==> config.mk <==
export PLATFORM = sky130hd
export DESIGN_NAME = counter_sequencer_flat
export DESIGN_NICKNAME = d
export VERILOG_FILES = /design/src/rtl/counter_sequencer_if.sv /design/src/rtl/counter_sequencer.sv /design/src/flat_wrapper.sv
export SDC_FILE = /design/constraint.sdc
export NUM_CORES = 1
export LEC_CHECK = 0
export CAP_MARGIN = 0
export CORE_ASPECT_RATIO = 0.7
export CORE_MARGIN = 8
export CORE_UTILIZATION = 50
export CTS_BUF_LIST = sky130_fd_sc_hd__clkbuf_2
export DETAILED_ROUTE_END_ITERATION = 8
export GPL_ROUTABILITY_DRIVEN = 0
export PLACE_DENSITY = 0.78
export SETUP_SLACK_MARGIN = 0.4
export SLEW_MARGIN = 20
export SYNTH_ARGS = -nofsm -noshare
export SYNTH_HDL_FRONTEND = slang
export SYNTH_SLANG_ARGS = --single-unit
==> constraint.sdc <==
create_clock -name clk -period 2 [get_ports clk]
set_clock_uncertainty 0.1 [all_clocks]
set_input_delay 0.6 -clock clk [delete_from_list [all_inputs] [get_ports clk]]
set_output_delay 0.6 -clock clk [all_outputs]
set_load 0.05 [all_outputs]
==> src/rtl/counter_sequencer_if.sv <==
// Command and status bundle between system control and counter_sequencer.
// The master drives commands and configuration; the slave reports count and status.
interface counter_sequencer_if #(
    parameter int WIDTH      = 4,
    parameter int PRESCALE_W = 4
);
    logic                  start;
    logic                  stop;
    logic                  clear;
    logic                  dir_down;
    logic                  mode_reload;
    logic [WIDTH-1:0]      limit;
    logic [PRESCALE_W-1:0] prescale;
    logic [WIDTH-1:0]      count;
    logic                  tc;
    logic                  busy;
    logic                  done;

    modport master (
        output start, stop, clear, dir_down, mode_reload, limit, prescale,
        input  count, tc, busy, done
    );

    modport slave (
        input  start, stop, clear, dir_down, mode_reload, limit, prescale,
        output count, tc, busy, done
    );
endinterface

==> src/rtl/counter_sequencer.sv <==
// Up/down counter sequencer with prescaled ticks, one-shot or auto-reload,
// start/stop/clear commands and registered tc/busy/done status.
module counter_sequencer #(
    parameter int WIDTH      = 4,
    parameter int PRESCALE_W = 4
) (
    input  logic                clk,
    input  logic                rst,
    counter_sequencer_if.slave  bus
);
    typedef enum logic [1:0] {
        S_IDLE  = 2'd0,
        S_RUN   = 2'd1,
        S_PAUSE = 2'd2,
        S_DONE  = 2'd3
    } state_t;

    state_t                state_q, state_d;
    logic [WIDTH-1:0]      count_q, count_d;
    logic [PRESCALE_W-1:0] pre_q, pre_d;
    logic                  tc_q, tc_d;
    logic                  busy_q, busy_d;
    logic                  done_q, done_d;
    logic                  dir_q, dir_d;
    logic                  reload_q, reload_d;
    logic [WIDTH-1:0]      limit_q, limit_d;
    logic [PRESCALE_W-1:0] psc_q, psc_d;

    logic [WIDTH-1:0] start_val;
    logic [WIDTH-1:0] end_val;
    logic             go;

    assign start_val = dir_q ? limit_q : '0;
    assign end_val   = dir_q ? '0 : limit_q;
    // stop outranks start, so a combined start+stop never starts or resumes
    assign go        = bus.start && !bus.stop;

    always_comb begin
        state_d  = state_q;
        count_d  = count_q;
        pre_d    = pre_q;
        tc_d     = 1'b0;
        dir_d    = dir_q;
        reload_d = reload_q;
        limit_d  = limit_q;
        psc_d    = psc_q;

        if (bus.clear) begin
            state_d = S_IDLE;
            count_d = '0;
            pre_d   = '0;
        end else begin
            unique case (state_q)
                S_IDLE, S_DONE: begin
                    if (go) begin
                        dir_d    = bus.dir_down;
                        reload_d = bus.mode_reload;
                        limit_d  = bus.limit;
                        psc_d    = bus.prescale;
                        count_d  = bus.dir_down ? bus.limit : '0;
                        pre_d    = '0;
                        state_d  = S_RUN;
                    end
                end
                S_RUN: begin
                    if (bus.stop) begin
                        state_d = S_PAUSE;
                    end else if (pre_q == psc_q) begin
                        pre_d = '0;
                        if (count_q != end_val) begin
                            count_d = dir_q ? count_q - 1'b1
                                            : count_q + 1'b1;
                        end else begin
                            tc_d = 1'b1;
                            if (reload_q) begin
                                count_d = start_val;
                            end else begin
                                state_d = S_DONE;
                            end
                        end
                    end else begin
                        pre_d = pre_q + 1'b1;
                    end
                end
                S_PAUSE: begin
                    if (go) begin
                        state_d = S_RUN;
                    end
                end
                default: state_d = S_IDLE;
            endcase
        end

        busy_d = (state_d == S_RUN);
        done_d = (state_d == S_DONE);
    end

    always_ff @(posedge clk or posedge rst) begin
        if (rst) begin
            state_q  <= S_IDLE;
            count_q  <= '0;
            pre_q    <= '0;
            tc_q     <= 1'b0;
            busy_q   <= 1'b0;
            done_q   <= 1'b0;
            dir_q    <= 1'b0;
            reload_q <= 1'b0;
            limit_q  <= '0;
            psc_q    <= '0;
        end else begin
            state_q  <= state_d;
            count_q  <= count_d;
            pre_q    <= pre_d;
            tc_q     <= tc_d;
            busy_q   <= busy_d;
            done_q   <= done_d;
            dir_q    <= dir_d;
            reload_q <= reload_d;
            limit_q  <= limit_d;
            psc_q    <= psc_d;
        end
    end

    assign bus.count = count_q;
    assign bus.tc    = tc_q;
    assign bus.busy  = busy_q;
    assign bus.done  = done_q;
endmodule

==> src/flat_wrapper.sv <==
// flat-port wrapper written by rule: the top's interface ports become plain ports
module counter_sequencer_flat 
#(
    parameter int WIDTH      = 4,
    parameter int PRESCALE_W = 4
)
  (clk, rst, bus_start, bus_stop, bus_clear, bus_dir_down, bus_mode_reload, bus_limit, bus_prescale, bus_count, bus_tc, bus_busy, bus_done);
  counter_sequencer_if #(.WIDTH(WIDTH), .PRESCALE_W(PRESCALE_W)) bus_i ();
  input  logic clk;
  input  logic rst;
  input wire logic [$bits(bus_i.start)-1:0] bus_start;
  input wire logic [$bits(bus_i.stop)-1:0] bus_stop;
  input wire logic [$bits(bus_i.clear)-1:0] bus_clear;
  input wire logic [$bits(bus_i.dir_down)-1:0] bus_dir_down;
  input wire logic [$bits(bus_i.mode_reload)-1:0] bus_mode_reload;
  input wire logic [$bits(bus_i.limit)-1:0] bus_limit;
  input wire logic [$bits(bus_i.prescale)-1:0] bus_prescale;
  output wire logic [$bits(bus_i.count)-1:0] bus_count;
  output wire logic [$bits(bus_i.tc)-1:0] bus_tc;
  output wire logic [$bits(bus_i.busy)-1:0] bus_busy;
  output wire logic [$bits(bus_i.done)-1:0] bus_done;
  assign bus_i.start = bus_start;
  assign bus_i.stop = bus_stop;
  assign bus_i.clear = bus_clear;
  assign bus_i.dir_down = bus_dir_down;
  assign bus_i.mode_reload = bus_mode_reload;
  assign bus_i.limit = bus_limit;
  assign bus_i.prescale = bus_prescale;
  assign bus_count = bus_i.count;
  assign bus_tc = bus_i.tc;
  assign bus_busy = bus_i.busy;
  assign bus_done = bus_i.done;
  counter_sequencer #(.WIDTH(WIDTH), .PRESCALE_W(PRESCALE_W)) u_core (.clk(clk), .rst(rst), .bus(bus_i));
endmodule
### Word-level counts from Yosys, hierarchy flattened

Cells that the tools add are included.

* input bits: 15
* logic and storage cells: 62
* flip-flop bits (word level): 23

* eq/ne operators: 11
* bitwise operators: 1
* reduce and logical (&&, ||, !) cells: 9
* muxes and demuxes: 28
* add/subtract/negate cells: 3

Operators with widths (count)
* 2-to-1 mux 4 bit: 14
* case mux 4 bit (2 select lines): 2
* 2-to-1 mux 2 bit: 6
* adder 4 x 1 -> 4 bit (second input constant): 2
* equality test 2 bit (second input constant): 3
* inequality test 3 x 2 -> 1 bit (second input constant): 2
* AND reduction 3 bit: 2
* 2-to-1 mux 1 bit: 5
* AND reduction 5 bit: 1
* equality test 2 x 1 -> 1 bit (second input constant): 2
* equality test 4 bit: 1
* inequality test 4 x 2 -> 1 bit (second input constant): 1
* inequality test 4 bit: 1
* case mux 2 bit (2 select lines): 1
* subtractor 4 x 1 -> 4 bit (second input constant): 1
* inequality test 3 bit (second input constant): 1
* nonzero test 3 bit: 1
* OR reduction 3 bit: 1
* zero test 2 bit: 1
* OR reduction 2 bit: 1
* logical AND 1 bit: 1
* zero test 1 bit: 1
* NOT 1 bit: 1

### Logic depth before layout (Yosys ltp)

Gate-level depths: netlist of run 1.

* depth in word-level cells: 8
* mapped depth: 8

### Least setup slack after synthesis of run 1

No wires, ideal clock.

* path kind: reg2reg
* from: register u_core.count_q[1] (netlist: u_core.bus.count[1])
* to: register u_core.count_q[3] (netlist: u_core.bus.count[3])
* data required time: 1.796 ns
* arrival: 2.012 ns
* slack: -0.216 ns
* path buffers: 0
* stages on the path, launching flop included: 8
* path through: dfrtp_1 > ha_1 > a21o_1 > a21oi_1 > xnor2_1 > and3_1 > a211oi_2 > o41ai_2

* cells in the longest elaborated chain, start to end: 7
* elaborated cells on any way between the ends: 11
* those cells by class: add/sub: 2; eq/ne: 2; mux: 6; reduce/logical: 1

RTL lines
* start, declared: line counter_sequencer.sv:19 `logic [WIDTH-1:0] count_q, count_d;`
* start signal, assigned: line counter_sequencer.sv:112 `count_q <= count_d;`
* adder 4 x 1 -> 4 bit or subtractor 4 x 1 -> 4 bit (tied branches): line counter_sequencer.sv:72, counter_sequencer.sv:71
* 2-to-1 mux 4 bit: line counter_sequencer.sv:71 `count_d = dir_q ? count_q - 1'b1`
* 2-to-1 mux 4 bit: line counter_sequencer.sv:70 `if (count_q != end_val) begin`
* 2-to-1 mux 4 bit: line counter_sequencer.sv:68 `end else if (pre_q == psc_q) begin`
* 2-to-1 mux 4 bit: line counter_sequencer.sv:66 `if (bus.stop) begin`
* case mux 4 bit (2 select lines): line counter_sequencer.sv:53 `unique case (state_q)`
* 2-to-1 mux 4 bit: line counter_sequencer.sv:48 `if (bus.clear) begin`

Parallel ways exist; a longest one is shown, timed or not. The select of a mux whose other input is x is not followed.
A chain may end at the register's enable or synchronous reset.

### Worst setup path after layout of run 1

* from: register u_core.state_q[1]
* to: register u_core.count_q[2] (netlist: u_core.bus.count[2])

* cells in the longest elaborated chain, start to end: 4
* elaborated cells on any way between the ends: 12
* those cells by class: eq/ne: 6; mux: 2; reduce/logical: 4

RTL lines
* start, declared: line counter_sequencer.sv:18 `state_t state_q, state_d;`
* start signal, assigned: line counter_sequencer.sv:111 `state_q <= state_d;`
* equality test 2 bit or zero test 2 bit (tied branches): line counter_sequencer.sv:53
* OR reduction 2 bit: line counter_sequencer.sv:53
* inequality test 3 x 2 -> 1 bit (no line), or another cell as far along
* AND reduction 5 bit (no line) or 2-to-1 mux 4 bit (tied branches)

Parallel ways exist; a longest one is shown, timed or not.

==> qor.csv, run 1 <==
metric,value,unit
synthesis.area,0.00139,mm²
timing.critical_path.mode_cell,sky130_fd_sc_hd__o31ai_4,
total_routing_usage_reported_by_global_routing,0.183,
fin_area,0.00219,mm²
critical_path.n_buffers_inverters,2,
whs,0.412,ns
cp_top_family,compound AO/OA/AOI/OAI gates,
final_core_occ,0.804,
congestion_overflow_gr,0,
worst_slew_pin_slew,0.328,ns
synth-main-ff-cell,sky130_fd_sc_hd__dfrtp_1,
final_antenna_net_count,0,
power.static_leakage,0.000968,µW
clock-sinks,23,
post-route-period-util,1.03,
critical_path.startpoint_type,register,
vias,1352,
yosys_warnings,0,
drc,0,
mostFrequentLayoutCells,"sky130_fd_sc_hd__buf_4, sky130_fd_sc_hd__dfrtp_1, sky130_fd_sc_hd__buf_6",
number_of_buffers_created_by_cts,3,
share_of_layout_cells_above_drive_strength_1,0.492,
worst_path_setup_slack_after_routing,-0.0635,ns
floorplan.core_area,0.00272,mm²
failed_checks,setup timing,
run_status,finished with violations,
timing.final.hold_violations,0,
maximum_single_stage_delay_on_the_critical_path,0.46,ns
path_cells,"inv_2, ha_4, mux2i_2, nor2_2, a21o_1, o31ai_4, buf_6, a22oi_2, o31ai_4",
worstHoldPathType,in -> async,
grt_setup_unrepaired,yes,
grt_start_max_net_pins,24,
worstPathMaxFanout,4,
port-buffer-count,21,
post_synth_inst_count,132,
via_count_of_the_first_global_routing_pass,1347,
grt_first_pass_wirelength,6.71,mm
post_synthesis_area_per_instance,10.5,µm²
final_common_cell,sky130_fd_sc_hd__buf_4,
cts_tree,built,
slowest_stage,sky130_fd_sc_hd__dfrtp_1,
cts_root_buf,sky130_fd_sc_hd__clkbuf_2,
finalSetupViolations,2,
num_rows,16,
die_area,0.00474,mm²
worst_skew_pair.late_latency,0.38,ns
synthesis_stage_register_bit_count,23,
syn_nets,153,
crit_arrival,2.24,ns
placedInstanceArea,0.00187,mm²
ir_worst_vdd,0.000456,V
critical_path.endpoint_type,register,
die-height,60.0,µm
nets,213,
die_x,78.9,µm
h-tree-depth,1,
fill_cells,154,
regToRegSetupSlack,-0.06,ns
number_of_enable_flip_flop_cells_after_synthesis,0,
antenna_cells_inserted,0,
max_freq,485,MHz
critical_path_required,2.18,ns
cts_hold_buf,0,
max_cap_viol_count,0,
vias_per_cell,5.96,
ys_seq_area_frac,0.416,
final_period_minus_worst_setup_slack,2.06,ns
dp_worst_setup_slack,-0.290,ns
cellPowerDensity,800,mW/mm²
detailedRoute.firstPassIterationCount,4,
drv_slew,0,
netlist-cell-type-count,41,
floorplan.io_pins,22,
grt_antenna_before_repair,0,
layout-area-overhead-vs-synth,58.1,%
first_iter_violations,93,
cts.reportedPaths.clkPinSlew,0.25,ns
power.total,1750,µW
totalWireLength,4.70,mm
max-clock-path-buffers,2,
category_of_the_critical_setup_timing_path,reg -> reg,
max_slew_headroom_at_the_worst_pin,0.781,
post_synth_arst_share,1.00,
floorplan.initialDensity,0.509,
routed_wire_length_per_instance,20.7,µm
dp_hpwl,2.62,mm
-- where the power goes --
group / switching, µW / leakage (µW) / total [µW] / internal [µW]
clock: 161 / 0.0000164 / 207 / 45.3
sequential: 98.5 / 0.000292 / 639 / 540
combinational: 426 / 0.000660 / 907 / 481
total: 686 / 0.000968 / 1750 / 1070
-- flip-flops by register name, summed over array words and instances (netlist names) --
register	flops
u_core.pre_q	4
u_core.limit_q	4
u_core.dir_q	1
u_core.state_q	2
u_core.bus.busy	1
u_core.bus.tc	1
u_core.bus.done	1
u_core.reload_q	1
u_core.bus.count	4
u_core.psc_q	4
-- worst reg2reg max path: stages, from the launching register on --
cell and delay (ns):
sky130_fd_sc_hd__dfrtp_1 0.46, sky130_fd_sc_hd__inv_2 0.10, sky130_fd_sc_hd__ha_4 0.21, sky130_fd_sc_hd__mux2i_2 0.16, sky130_fd_sc_hd__nor2_2 0.13, sky130_fd_sc_hd__a21o_1 0.20, sky130_fd_sc_hd__o31ai_4 0.11, sky130_fd_sc_hd__buf_6 0.15
sky130_fd_sc_hd__a22oi_2 0.24, sky130_fd_sc_hd__o31ai_4 0.11
-- kinds of logic (layout without fill, tap and decap cells) --
family	after synthesis	in the layout	synth area share
XOR/XNOR	10	10	0.0632
flip-flops	23	23	0.416
AO/OA/AOI/OAI	33	33	0.186
adder cells (fa/ha/maj)	6	6	0.0596
AND/OR/NAND/NOR	40	40	0.149
multiplexers	11	11	0.0912
buffers and inverters	9	68	0.0352
-- metal layers --
| layer | wire length (µm) | track usage |
|---|---|---|
| met3 | 302 | 0.0450 |
| met4 | 189 | 0.0630 |
| met2 | 2330 | 0.326 |
| met1 | 1870 | 0.210 |
| met5 | 0 | 0 |
-- final timing paths --
check                             startpoint                  end  depth (start not counted)
setup / recovery           u_core.state_q[1]  u_core.bus.count[2]                          9
hold / removal                           rst    u_core.state_q[0]                          3
setup reg to reg           u_core.state_q[1]  u_core.bus.count[2]                          9
hold reg to reg              u_core.psc_q[2]      u_core.psc_q[2]                          1
max in group asynchronous                rst  u_core.bus.count[2]                          3
min in group clk             u_core.psc_q[2]      u_core.psc_q[2]                          1
-- layout make-up --
class                   instances  area [µm²]  share of cell area
multi-input cells             100         940               0.429
repair buffers                 59         586               0.267
flip-flops and latches         23         581               0.265
well taps                      36        45.0              0.0206
inverters                       5        18.8             0.00857
clock buffers                   3        15.0             0.00686
clock inverters                 1        5.00             0.00229
-- synth_stat cells (2+ instances only) --
cell | number | area [µm²]
sky130_fd_sc_hd__xor2_1 | 4 | 35.0
sky130_fd_sc_hd__ha_1 | 5 | 62.6
sky130_fd_sc_hd__inv_1 | 5 | 18.8
sky130_fd_sc_hd__xnor2_1 | 6 | 52.6
sky130_fd_sc_hd__o31ai_1 | 2 | 15.0
sky130_fd_sc_hd__a21oi_1 | 9 | 45.0
sky130_fd_sc_hd__clkbuf_1 | 2 | 7.51
sky130_fd_sc_hd__mux2_2 | 9 | 101
sky130_fd_sc_hd__nor2_1 | 14 | 52.6
sky130_fd_sc_hd__nand2b_1 | 4 | 25.0
sky130_fd_sc_hd__nand4_1 | 3 | 18.8
sky130_fd_sc_hd__dfrtp_1 | 23 | 576
sky130_fd_sc_hd__buf_6 | 2 | 22.5
sky130_fd_sc_hd__o21ai_0 | 5 | 25.0
sky130_fd_sc_hd__a21o_1 | 2 | 15.0
sky130_fd_sc_hd__and3_1 | 2 | 12.5
sky130_fd_sc_hd__a22oi_1 | 3 | 22.5
sky130_fd_sc_hd__nand2_1 | 9 | 33.8
-- repair_timing --
item                                    CTS  global route
endpoints found under the setup margin   30            30
pin swaps                                12             8
resized for setup                        21            19
setup buffers                            15             3
cloned                                    0             0
hold endpoints to repair                  0             0
-- stage by stage --
| stage | std cells | TNS [ns] |
|---|---|---|
| 6_report | 227 | -0.0850 |
| 5_1_grt | 227 | -0.272 |
| 4_1_cts | 224 | 0 |
| 2_1_floorplan | 132 | 0 |
| 3_3_place_gp | 205 | -2.79 |
| 3_5_place_dp | 205 | -3.25 |
Power figures use the tool's default switching activity.
==> run 2, diff against run 1 <==
Settings changed: CORE_MARGIN 8 to not set.
==> run 2 against run 1 <==
The run still ends with setup timing left. Global-route usage up 9.1 points. Register-to-register slack lost 0.06 ns. Critical path depth is 1 lower. Cell count shrank 4.0%. Clock power decreased by 9%. Via count fell by 2.1%. Sequential share of layout area increased by 0.76 points. First-iteration DRC count grew 37%. Core utilization increased by 3.6 points. Fmax fell by 2.8%. Combinational power is 3.1% lower. Die area fell by 37%. Critical endpoint is now u_core.bus.count[3]. Largest cell class unchanged.
==> qor.csv, run 2 (synthesis results as in run 1) <==
metric,value,unit
run_status,finished with violations,
failed_checks,setup timing,
critical_path.endpoint_type,register,
critical_path.n_buffers_inverters,1,
critical_path.startpoint_type,register,
share_of_layout_cells_above_drive_strength_1,0.473,
post-route-period-util,1.06,
worst_path_setup_slack_after_routing,-0.122,ns
finalSetupViolations,4,
final_core_occ,0.840,
die-height,46.0,µm
floorplan.io_pins,22,
final_period_minus_worst_setup_slack,2.12,ns
grt_first_pass_wirelength,5.84,mm
total_routing_usage_reported_by_global_routing,0.274,
via_count_of_the_first_global_routing_pass,1187,
h-tree-depth,1,
cts_root_buf,sky130_fd_sc_hd__clkbuf_2,
number_of_buffers_created_by_cts,3,
first_iter_violations,127,
worstHoldPathType,in -> async,
drc,0,
timing.final.hold_violations,0,
vias,1323,
worst_skew_pair.late_latency,0.34,ns
max_freq,471,MHz
die_area,0.00299,mm²
cp_top_family,compound AO/OA/AOI/OAI gates,
worstPathMaxFanout,6,
layout-area-overhead-vs-synth,53.7,%
max-clock-path-buffers,2,
ir_worst_vdd,0.000481,V
grt_antenna_before_repair,0,
cts_tree,built,
cts_hold_buf,0,
cts.reportedPaths.clkPinSlew,0.22,ns
floorplan.core_area,0.00253,mm²
antenna_cells_inserted,0,
crit_arrival,2.27,ns
drv_slew,0,
grt_start_max_net_pins,24,
placedInstanceArea,0.00185,mm²
grt_setup_unrepaired,yes,
final_common_cell,sky130_fd_sc_hd__buf_4,
slowest_stage,sky130_fd_sc_hd__dfrtp_2,
nets,206,
detailedRoute.firstPassIterationCount,5,
worst_slew_pin_slew,0.374,ns
max_cap_viol_count,0,
clock-sinks,23,
die_x,64.9,µm
floorplan.initialDensity,0.547,
vias_per_cell,6.07,
congestion_overflow_gr,0,
path_cells,"buf_6, ha_4, a21o_1, a21oi_2, xnor2_1, and3_1, a211oi_2, o41ai_2",
fin_area,0.00213,mm²
routed_wire_length_per_instance,20.1,µm
cellPowerDensity,802,mW/mm²
totalWireLength,4.39,mm
num_rows,15,
max_slew_headroom_at_the_worst_pin,0.748,
maximum_single_stage_delay_on_the_critical_path,0.48,ns
dp_hpwl,2.51,mm
final_antenna_net_count,0,
category_of_the_critical_setup_timing_path,reg -> reg,
critical_path_required,2.15,ns
power.static_leakage,0.000919,µW
mostFrequentLayoutCells,"sky130_fd_sc_hd__buf_4, sky130_fd_sc_hd__dfrtp_1, sky130_fd_sc_hd__buf_6",
port-buffer-count,21,
run 2: worst register-to-register path: stages, from the launching register on:
cell,delay [ns]
sky130_fd_sc_hd__dfrtp_2,0.48
sky130_fd_sc_hd__buf_6,0.14
sky130_fd_sc_hd__ha_4,0.24
sky130_fd_sc_hd__a21o_1,0.20
sky130_fd_sc_hd__a21oi_2,0.15
sky130_fd_sc_hd__xnor2_1,0.18
sky130_fd_sc_hd__and3_1,0.25
sky130_fd_sc_hd__a211oi_2,0.06
sky130_fd_sc_hd__o41ai_2,0.24
run 2: timing repair:
item / 4_1_cts / 5_1_grt
pin swaps: 13 / 12
setup endpoints to repair: 30 / 30
buffers inserted: 12 / 3
gates cloned: 0 / 0
resized for setup: 25 / 15
run 2: report_power, final:
group          switching, µW  leakage, µW  internal [µW]  total, µW
Clock                    143    0.0000164           45.3        188
Combinational            426     0.000611            453        879
Sequential              98.8     0.000292            540        639
run 2: final timing paths:
kind	from	endpoint	slack, ns	cells past startpoint
setup reg to reg	u_core.dir_q	u_core.bus.count[3]	-0.12	8
hold reg to reg	u_core.psc_q[3]	u_core.psc_q[3]	0.48	1
max in group asynchronous	rst	u_core.bus.count[0]	1.09	3
setup / recovery	u_core.dir_q	u_core.bus.count[3]	-0.12	8
min in group clk	u_core.psc_q[3]	u_core.psc_q[3]	0.48	1
hold / removal	rst	u_core.state_q[0]	0.46	3
run 2: layout make-up:
type                            count  area [µm²]
Tap cell                           34        42.5
Clock inverter                      1        5.00
Inverter                            5        18.8
Clock buffer                        3        15.0
Timing Repair Buffer               52         529
Multi-Input combinational cell    100         937
Fill cell                         133         405
Sequential cell                    23         581
run 2: layer usage:
metal | global-route usage | part of all wire | vias up
li1 | - | - | 576
met1 | 0.354 | 0.39 | 641
met2 | 0.465 | 0.50 | 90
met3 | 0.0675 | 0.080 | 16
met4 | 0.0756 | 0.027 | 0
met5 | 0 | 0 | -
run 2: through the flow:
| step | setup slack [ns] | instances | power [µW] | hold slack (ns) | setup TNS [ns] |
|---|---|---|---|---|---|
| after floorplan | 0.0588 | 132 | 1080 | 0.404 | 0 |
| after global placement | -0.251 | 199 | 1260 | 0.424 | -2.82 |
| after detailed placement | -0.315 | 199 | 1290 | 0.427 | -3.39 |
| after CTS | 0.0603 | 215 | 1580 | 0.465 | 0 |
| after global routing | -0.166 | 218 | 1770 | 0.473 | -0.608 |
| final | -0.122 | 218 | 1710 | 0.463 | -0.171 |
==> run 3, diff against run 2 <==
==> constraint.sdc (replaced) <==
create_clock -name clk -period 2 [get_ports clk]
set_clock_uncertainty 0.1 [all_clocks]
set_input_delay 0.4 -clock clk [delete_from_list [all_inputs] [get_ports clk]]
set_output_delay 0.4 -clock clk [all_outputs]
set_load 0.05 [all_outputs]
==> run 3 against run 2 <==
The run still ends with setup timing left. Critical path type unchanged. Routed wire length shrank 6.7%. Global-route usage shrank 2.1 points. Power shrank 4.9%. Sequential cell count is the same. Sequential power grew 2%. Fmax grew 3.9%. Combinational power shrank 12%. Largest power group unchanged. Core utilization shrank 4.2 points.
==> qor.csv, run 3 (synthesis results as in run 1) <==
metric,value,unit
run_status,finished with violations,
failed_checks,setup timing,
max_freq,490,MHz
critical_path_required,2.17,ns
timing.final.hold_violations,0,
crit_arrival,2.22,ns
antenna_cells_inserted,0,
cts_tree,built,
floorplan.core_area,0.00253,mm²
category_of_the_critical_setup_timing_path,reg -> reg,
fill_cells,148,
drc,0,
dp_cells,196,
ir_worst_vdd,0.000561,V
share_of_layout_cells_above_drive_strength_1,0.459,
detailedRoute.firstPassIterationCount,4,
cellPowerDensity,802,mW/mm²
h-tree-depth,1,
dp_hpwl,2.18,mm
nets,203,
power.static_leakage,0.000887,µW
grt_start_max_net_pins,24,
fin_area,0.00202,mm²
power_frac_comb,0.478,
vias,1325,
congestion_overflow_gr,0,
number_of_buffers_created_by_cts,3,
vias_per_cell,6.16,
power_switching,645,µW
layout.cells.non_filler,215,
floorplan.io_pins,22,
worst_path_setup_slack_after_routing,-0.0416,ns
whs,0.243,ns
final_common_cell,sky130_fd_sc_hd__buf_4,
max_slew_headroom_at_the_worst_pin,0.765,
grt_first_pass_wirelength,5.49,mm
post-route-period-util,1.02,
critical_path.startpoint_type,register,
grt_antenna_before_repair,0,
mostFrequentLayoutCells,"sky130_fd_sc_hd__buf_4, sky130_fd_sc_hd__dfrtp_1, sky130_fd_sc_hd__nor2_1",
layout-area-overhead-vs-synth,46.0,%
totalWireLength,4.10,mm
max_cap_viol_count,0,
placedInstanceArea,0.00172,mm²
power.share.sequential,0.402,
worstHoldPathType,in -> async,
first_iter_violations,153,
final_antenna_net_count,0,
num_rows,15,
cts_hold_buf,0,
worstPathMaxFanout,8,
die_x,64.9,µm
max-clock-path-buffers,2,
die-height,46.0,µm
internal-power,977,µW
clock-sinks,23,
routed_wire_length_per_instance,19.1,µm
critical_path.endpoint_type,register,
cts_root_buf,sky130_fd_sc_hd__clkbuf_2,
via_count_of_the_first_global_routing_pass,1159,
drv_slew,0,
cts.reportedPaths.clkPinSlew,0.22,ns
grt_setup_unrepaired,yes,
worst_skew_pair.late_latency,0.35,ns
switching_share,0.397,
die_area,0.00299,mm²
total_routing_usage_reported_by_global_routing,0.253,
floorplan.initialDensity,0.547,
worst_slew_pin_slew,0.352,ns
finalSetupViolations,1,
port-buffer-count,21,
power.share.clock,0.120,
final_period_minus_worst_setup_slack,2.04,ns
[run 3: power by group through the flow]
| stage | logic, µW | registers [µW] | clock network [µW] |
|---|---|---|---|
| 5_1_grt | 815 | 664 | 212 |
| 6_report | 776 | 652 | 194 |
| 4_1_cts | 674 | 642 | 196 |
| 2_1_floorplan | 380 | 668 | 0 |
| 3_5_place_dp | 541 | 651 | 0 |
| 3_3_place_gp | 517 | 647 | 0 |
[run 3: metrics by stage]
step                worst slack [ns]  total power (µW)  TNS [ns]  utilization
finish                       -0.0416              1620   -0.0416        0.798
global route                 -0.0692              1690    -0.220        0.798
CTS                           0.0322              1510         0        0.760
detailed placement            -0.123              1190    -0.920        0.680
global placement             -0.0657              1160    -0.325        0.680
floorplan                     0.0588              1050         0            -
[run 3: layout make-up]
class                      count  area [µm²]  area share
clock buffer                   3        15.0     0.00743
clock inverter                 1        7.51     0.00371
inverter                       5        18.8     0.00928
multi-input combinational    100         922       0.456
sequential                    23         582       0.288
tap                           34        42.5      0.0210
timing repair buffer          49         434       0.215
[run 3: timing repair]
| action | CTS | global route |
|---|---|---|
| buffers inserted | 8 | 6 |
| cloned | 1 | 0 |
| gates resized for setup | 40 | 22 |
| setup endpoints to repair | 26 | 28 |
| pin swaps | 11 | 8 |
[run 3: final timing paths]
check,slack (ns),startpoint,end,depth (start not counted)
max,-0.04,u_core.dir_q,u_core.bus.count[1],7
min,0.24,rst,u_core.bus.count[3],3
max reg2reg,-0.04,u_core.dir_q,u_core.bus.count[1],7
min reg2reg,0.46,u_core.psc_q[0],u_core.psc_q[0],1
max in group asynchronous,1.31,rst,u_core.limit_q[0],3
min in group clk,0.46,u_core.psc_q[0],u_core.psc_q[0],1
[run 3: worst max-delay path, cell delays in order (launching register included)]
cell and delay [ns]:
sky130_fd_sc_hd__dfrtp_2 0.51, sky130_fd_sc_hd__nand4bb_1 0.19, sky130_fd_sc_hd__o22a_1 0.21, sky130_fd_sc_hd__a32o_2 0.29, sky130_fd_sc_hd__buf_4 0.18, sky130_fd_sc_hd__nor2_1 0.18, sky130_fd_sc_hd__a21oi_1 0.10, sky130_fd_sc_hd__o31ai_2 0.20
[run 3: per-layer routing]
layer	vias up	GRT usage	routed length, µm
met4	0	0.0711	155
met1	642	0.333	1650
met3	24	0.0525	348
met2	81	0.427	1940
li1	578	-	-
met5	-	0	0
